[config.mk]
export PLATFORM = sky130hd
export DESIGN_NAME = dma_xfer_term
export DESIGN_NICKNAME = d
export VERILOG_FILES = /design/src/rtl/dma_term_pkg.sv /design/src/rtl/dma_term_cmp.sv /design/src/rtl/dma_xfer_term.sv
export SDC_FILE = /design/constraint.sdc
export NUM_CORES = 1
export LEC_CHECK = 0
export ABC_AREA = 1
export ABC_CLOCK_PERIOD_IN_PS = 2050
export CORE_AREA = 3 3 79 81
export DETAILED_ROUTE_END_ITERATION = 8
export DIE_AREA = 0 0 82 84
export DONT_BUFFER_PORTS = 1
export GPL_TIMING_DRIVEN = 0
export HOLD_SLACK_MARGIN = 0.03
export SETUP_SLACK_MARGIN = 0.3
export SLEW_MARGIN = 20
export SYNTH_ARGS = -nofsm -noshare
export SYNTH_HDL_FRONTEND = slang
export SYNTH_SLANG_ARGS = --single-unit
[constraint.sdc]
create_clock -name clk -period 2.05 [get_ports clk]
set_input_delay 0.1025 -clock clk [delete_from_list [all_inputs] [get_ports clk]]
set_output_delay 0.1025 -clock clk [all_outputs]
set_load 0.02 [all_outputs]
[src/rtl/dma_term_pkg.sv]
// Shared definitions for the DMA transfer-termination unit: mode codes, FSM encoding
// and the default datapath width.
package dma_term_pkg;

    localparam int NBITS_DEF = 8;

    localparam logic [1:0] MODE_DOWN = 2'b00;
    localparam logic [1:0] MODE_UP   = 2'b01;
    localparam logic [1:0] MODE_ADDR = 2'b10;
    localparam logic [1:0] MODE_FREE = 2'b11;

    typedef enum logic [1:0] {
        ST_IDLE = 2'b00,
        ST_RUN  = 2'b01,
        ST_TERM = 2'b10
    } state_t;

endpackage

[src/rtl/dma_term_cmp.sv]
// Last-word detector: flags that the next acknowledged word ends the transfer,
// independent of FSM state (the top level gates it with RUN).
module dma_term_cmp
    import dma_term_pkg::*;
#(
    parameter int NBITS = NBITS_DEF
) (
    input  logic [1:0]       mode,
    input  logic [NBITS-1:0] wcount,
    input  logic [NBITS-1:0] wr,
    input  logic [NBITS-1:0] addr,
    input  logic [NBITS-1:0] alim,
    output logic             last
);

    localparam logic [NBITS-1:0] ONE = NBITS'(1);

    logic [NBITS-1:0] wc_inc;

    // Wrap at NBITS so WR=0 in count-up mode means a full 2^NBITS words.
    assign wc_inc = wcount + ONE;

    always_comb begin
        last = 1'b0;
        case (mode)
            MODE_DOWN: last = (wcount == ONE);
            MODE_UP:   last = (wc_inc == wr);
            MODE_ADDR: last = (addr == alim);
            default:   last = 1'b0;
        endcase
    end

endmodule

[src/rtl/dma_xfer_term.sv]
// DMA channel transfer-termination unit: address/word counters, configuration
// shadows, IDLE/RUN/TERM control, done pulse and sticky interrupt.
module dma_xfer_term
    import dma_term_pkg::*;
#(
    parameter int NBITS = NBITS_DEF,
    parameter int ASTEP = 1
) (
    input  logic             clk,
    input  logic             rst,
    input  logic             cfg_we,
    input  logic [1:0]       cfg_mode,
    input  logic             cfg_dir,
    input  logic             cfg_reload,
    input  logic [NBITS-1:0] cfg_wr,
    input  logic [NBITS-1:0] cfg_ac,
    input  logic [NBITS-1:0] cfg_alim,
    input  logic             start,
    input  logic             xfer_ack,
    input  logic             abort,
    input  logic             irq_clr,
    output logic             busy,
    output logic [NBITS-1:0] addr,
    output logic [NBITS-1:0] wcount,
    output logic             last,
    output logic             done,
    output logic             irq,
    output logic [1:0]       state_dbg
);

    localparam logic [NBITS-1:0] STEP = NBITS'(ASTEP);
    localparam logic [NBITS-1:0] ONE  = NBITS'(1);

    state_t           state;
    logic [1:0]       mode_sh;
    logic             dir_sh;
    logic             reload_sh;
    logic [NBITS-1:0] wr_sh;
    logic [NBITS-1:0] ac_sh;
    logic [NBITS-1:0] alim_sh;

    logic             last_word;
    logic [NBITS-1:0] addr_step;
    logic [NBITS-1:0] wcount_step;
    logic [NBITS-1:0] wcount_init;

    dma_term_cmp #(
        .NBITS(NBITS)
    ) u_cmp (
        .mode   (mode_sh),
        .wcount (wcount),
        .wr     (wr_sh),
        .addr   (addr),
        .alim   (alim_sh),
        .last   (last_word)
    );

    assign addr_step   = dir_sh ? (addr - STEP) : (addr + STEP);
    assign wcount_step = (mode_sh == MODE_DOWN) ? (wcount - ONE) : (wcount + ONE);
    assign wcount_init = (mode_sh == MODE_DOWN) ? wr_sh : '0;

    assign busy      = (state != ST_IDLE);
    assign last      = (state == ST_RUN) && last_word;
    assign state_dbg = state;

    always_ff @(posedge clk) begin
        if (rst) begin
            state     <= ST_IDLE;
            mode_sh   <= '0;
            dir_sh    <= 1'b0;
            reload_sh <= 1'b0;
            wr_sh     <= '0;
            ac_sh     <= '0;
            alim_sh   <= '0;
            addr      <= '0;
            wcount    <= '0;
            done      <= 1'b0;
            irq       <= 1'b0;
        end else begin
            done <= 1'b0;

            // The set happens as TERM is left, so a clear during the done cycle loses.
            if (state == ST_TERM && !abort) begin
                irq <= 1'b1;
            end else if (irq_clr) begin
                irq <= 1'b0;
            end

            case (state)
                ST_IDLE: begin
                    if (cfg_we) begin
                        mode_sh   <= cfg_mode;
                        dir_sh    <= cfg_dir;
                        reload_sh <= cfg_reload;
                        wr_sh     <= cfg_wr;
                        ac_sh     <= cfg_ac;
                        alim_sh   <= cfg_alim;
                    end
                    // Start reads the shadows as they were before a coincident cfg_we.
                    if (start) begin
                        addr   <= ac_sh;
                        wcount <= wcount_init;
                        state  <= ST_RUN;
                    end
                end
                ST_RUN: begin
                    if (abort) begin
                        state <= ST_IDLE;
                    end else if (xfer_ack) begin
                        addr   <= addr_step;
                        wcount <= wcount_step;
                        if (last_word) begin
                            state <= ST_TERM;
                            done  <= 1'b1;
                        end
                    end
                end
                ST_TERM: begin
                    if (abort) begin
                        state <= ST_IDLE;
                    end else if (reload_sh) begin
                        addr   <= ac_sh;
                        wcount <= wcount_init;
                        state  <= ST_RUN;
                    end else begin
                        state <= ST_IDLE;
                    end
                end
                default: state <= ST_IDLE;
            endcase
        end
    end

endmodule

# Yosys cells after proc, flatten, opt, wreduce, memory -nomap -nowiden
# Cells that the tools add are included.
# totals
register_bits	48
out_inout_bits	22
input_bits	35
# op_classes
n_eq_ne	14
bitwise_logic	2
muxes	26
n_addsub	4
n_reduce_logical	12
# ops
operator	count
$mux W8	13
$pmux W8 S3	2
$add A8 B1 Y8 const B	2
$eq A8 B8 Y1	2
$sub A8 B1 Y8 const B	2
$ne A2 B2 Y1 const B	5
$eq A8 B1 Y1 const B	1
$mux W2	4
$ne A3 B3 Y1 const B	2
$pmux W2 S3	1
$reduce_and A6 Y1	1
$mux W1	5
$eq A2 B1 Y1 const B	2
$eq A2 B2 Y1 const B	2
$logic_not A2 Y1	2
$reduce_bool A2 Y1	2
$reduce_or A4 Y1	1
$pmux W1 S3	1
$reduce_and A3 Y1	1
$reduce_bool A3 Y1	1
$logic_and A1 B1 Y1	2
$not A1 Y1	2
$reduce_and A2 Y1	1
$logic_not A1 Y1	1

# Longest topological paths before layout
# depth
ltp_word	7
depth_mapped	14
ltp_nobuf	14

# By module
# From an unflattened synthesis, not the netlist that was laid out.
# unflattened
cells_unflattened	476
hier_area_um2	2996.6
# modules_own_cells
mod	seq_area_each_um2	n_inst	cells_each	area_each_um2
dma_xfer_term	960.9	1	364	2502.4
dma_term_cmp	0.0	1	112	494.2

# Worst setup path after synthesis
# No wires, ideal clock.
# synth_path
path_kind	reg-to-output
start	reg wcount[0]
end	out last
slack_ns	0.051
stages_incl_launch_ff	12
t_arrival_ns	1.897
required_time_ns	1.947
path_buffers	0
cell_sequence	dfxtp_1 inv_1 ha_1 nand2_1 nand2_1 nor2_1 nand2_1 nor2_1 nand3_1 nor2_1 nand3_2 a21oi_1
# synth_between
elab_chain_cells	4
# synth_rtl
item	line_no	rtl
from (decl)	dma_xfer_term.sv:24	output logic [NBITS-1:0] wcount,
from (signal assigned)	dma_xfer_term.sv:102	wcount <= wcount_init;
from (signal assigned)	dma_xfer_term.sv:111	wcount <= wcount_step;
from (signal assigned)	dma_xfer_term.sv:123	wcount <= wcount_init;
$add A8 B1 Y8	dma_term_cmp.sv:21	assign wc_inc = wcount + ONE;
$eq A8 B8 Y1	dma_term_cmp.sv:27	MODE_UP: last = (wc_inc == wr);
$pmux W1 S3 (*)	dma_term_cmp.sv:25	case (mode)
$logic_and A1 B1 Y1 (*)	dma_xfer_term.sv:63	assign last = (state == ST_RUN) && last_word;
to (decl)	dma_xfer_term.sv:25	output logic last,
# Every way passes the cells marked *; elsewhere a longest branch is shown, timed or not.

# Worst setup path in the final report
# Same ends and word-level chain as after synthesis.

==> metrics.yaml <==
ys_seq_elements: 48
fp-row-count: 27
async_flop_share: 0
period_share: 1.01
grt_use_total: 0.246
swShare: 0.369
cp-end-kind: "output pin"
utilization: 0.663
vias: 2851
maxSlewViolCount: 0
layout-drive-gt1-share: 0.224
grt_pass1_wl_um: 13200
worst_slack_ns: -0.0176
design_area_um2: 3670
power.density_nw_per_um2: 723
leakagePower_nw: 1.49
grt_pass1_vias: 2688
final_hold_viol_count: 0
hold_class: "in2reg"
hold_path_depth: 2
drcViolationCount: 0
clock_sink_count: 48
initial_core_util: 0.502
synth_area_um2: 2780
fillers: 527
ant_nets: 0
synth_cell_types: 36
grt_overflow: 0
io_buffers: 0
arrival_ns: 1.97
die_x_um: 82
synthCells: 413
drt_pre_antenna_iters: 4
routedWlPerCell_um: 15.4
p_switching_uw: 981
antenna_found_initial: 0
clk_pin_slew_worst_paths_ns: 0.09
ff2ff_path_depth: 16
syn_nets: 458
area_growth_pct: 32.0
p_int_mw: 1.67
synth_warnings: 0
routed_wl_um: 8250
vias_per_cell: 5.31
cp-start-kind: "register"
violations: "setup timing"
critPathLaunch: "wcount[0]"
worst_pin_slew_ns: 0.605
rsz0062_at_grt: "true"
htree_levels: 2
clkPwrFrac: 0.231
period_needed_ns: 2.07
status: "complete, but fails checks"
r2r_end: "state_dbg[0]"
pwr-share-seq: 0.446
io_pins: 57
syn_area_per_cell_um2: 6.73
multi_input_area_um2: 1750
gp_routability_congestion: 0.906
core_um2: 5540
clock_tree.root_cell: "clkbuf_8"
cp_data_required_time_ns: 1.95
nNetsFinal: 509
cts_tree: "yes"
diodes: 0
worstSetupEndpoint: "last"
drt-initial-drc-count: 166
seq_area_um2: 1000
ys.flop_type: "dfxtp_1"
dp_hpwl_um: 5730
max_freq_mhz: 484
cap_violations: 0
cp_max_fo: 7
place_area_um2: 2880
ff2ff_setup_slack_ns: 0.05
grt_max_degree: 16
synth_edf_count: 0
dieArea_um2: 6890
clock_skew_ns: 0.00287
synth_seq_area_share: 0.345
clk_latency_ns: 0.30
r2r-start: "wcount[0]"
slew_headroom: 0.597
numCtsBuffers: 5
ir_worst_vdd_mv: 0.435
dp.cells: 485
critPathKind: "reg2out"
pwr-share-comb: 0.323
dieHeight_um: 84
cts_buffer_depth: 2
finalSetupViolCount: 1
final_cells: 537
## layer usage
layer,wire length [µm],track usage
met5,0,0
met4,89,0.0604
met3,498,0.0497
met2,3610,0.366
met1,4040,0.360
## worst min-delay path by stage
stage | from | endpoint | slack [ns]
after floorplan | xfer_ack | done | 0.25
after global placement | xfer_ack | state_dbg[1] | 0.27
after detailed placement | xfer_ack | done | 0.28
after CTS | cfg_mode[0] | mode_sh[0] | 0.03
after global routing | cfg_mode[0] | mode_sh[0] | 0.03
final | cfg_mode[0] | mode_sh[0] | 0.05
## layout make-up
| class | instances | share of cell area |
|---|---|---|
| clock inverter | 2 | 0.00409 |
| clock buffer | 6 | 0.0225 |
| multi-input combinational | 299 | 0.476 |
| timing repair buffer | 44 | 0.119 |
| tap | 72 | 0.0245 |
| buffer | 19 | 0.0296 |
| inverter | 47 | 0.0521 |
| sequential | 48 | 0.272 |
## critical path, stage by stage (launching register included)
cell and delay [ns]:
dfxtp_4 0.47, inv_4 0.06, ha_4 0.25, nand2_2 0.07, nand2_2 0.04, nor2_2 0.07
nand2_1 0.05, nor2_1 0.09, nand3_1 0.09, nor2_2 0.15, nand3_2 0.12, a21oi_4 0.21
## cells in the final DEF (no fill, tap or decap), drive strengths merged, types with 3 or more instances in the layout
cell type    count
nand2           67
clkbuf          21
nor2            65
a21oi           39
nand3           26
dfxtp           48
xor2             3
o221ai           3
o21ai           58
xnor2            7
nor3             3
inv             47
buf             19
a31oi            5
nand4            5
ha               9
dlygate4sd3     29
## power groups by stage
| stage | logic (mW) | registers (mW) | clock network (mW) |
|---|---|---|---|
| 2_1_floorplan | 0.507 | 1.16 | 0 |
| 3_3_place_gp | 0.634 | 1.19 | 0 |
| 3_5_place_dp | 0.641 | 1.19 | 0 |
| 4_1_cts | 0.745 | 1.18 | 0.629 |
| 5_1_grt | 0.958 | 1.20 | 0.668 |
| 6_report | 0.856 | 1.18 | 0.613 |
## logic make-up after synthesis
kind of cell             count (synthesis)  synth area share
flip-flops                              48             0.345
AND/OR/NAND/NOR                        170             0.263
buffers and inverters                   66            0.0999
AO/OA/AOI/OAI                          109             0.212
XOR/XNOR                                10            0.0315
adder cells (fa/ha/maj)                 10            0.0477
## what timing repair did
action / in CTS / in global routing
hold buffers: 29 / 0
gates cloned: 0 / 1
hold endpoints to repair: 30 / 0
pin swaps: 6 / 19
buffers inserted: 8 / 6
gates resized for setup: 34 / 50
endpoints found under the setup margin: 18 / 20
## flip-flops by register name (all words and copies together), names as in the netlist, 2 cells and up
signal,count
ac_sh,8
addr,8
alim_sh,8
mode_sh,2
state_dbg,2
wcount,8
wr_sh,8
## cells in the mapped netlist (4+ instances only)
| library cell | count | area (µm²) |
|---|---|---|
| nand3_1 | 24 | 120 |
| o21ai_0 | 53 | 265 |
| dfxtp_1 | 48 | 961 |
| nor2_1 | 63 | 236 |
| nand4_1 | 5 | 31.3 |
| xnor2_1 | 7 | 61.3 |
| a31oi_1 | 5 | 31.3 |
| a21oi_1 | 37 | 185 |
| clkbuf_1 | 14 | 52.6 |
| inv_1 | 41 | 154 |
| nand2_1 | 64 | 240 |
| inv_2 | 5 | 18.8 |
| o21ai_1 | 4 | 20.0 |
| ha_1 | 9 | 113 |
## stage by stage
stage | power [mW] | TNS [ns] | hold slack (ns) | worst slack (ns)
after floorplan | 1.66 | 0 | 0.253 | 0.288
after global placement | 1.82 | 0 | 0.269 | 0.0327
after detailed placement | 1.83 | 0 | 0.277 | 0.0462
after CTS | 2.55 | -0.0326 | 0.0335 | -0.0326
after global routing | 2.82 | -0.253 | 0.0335 | -0.149
final | 2.65 | -0.0176 | 0.0457 | -0.0176
Power figures use the tool's default switching activity.
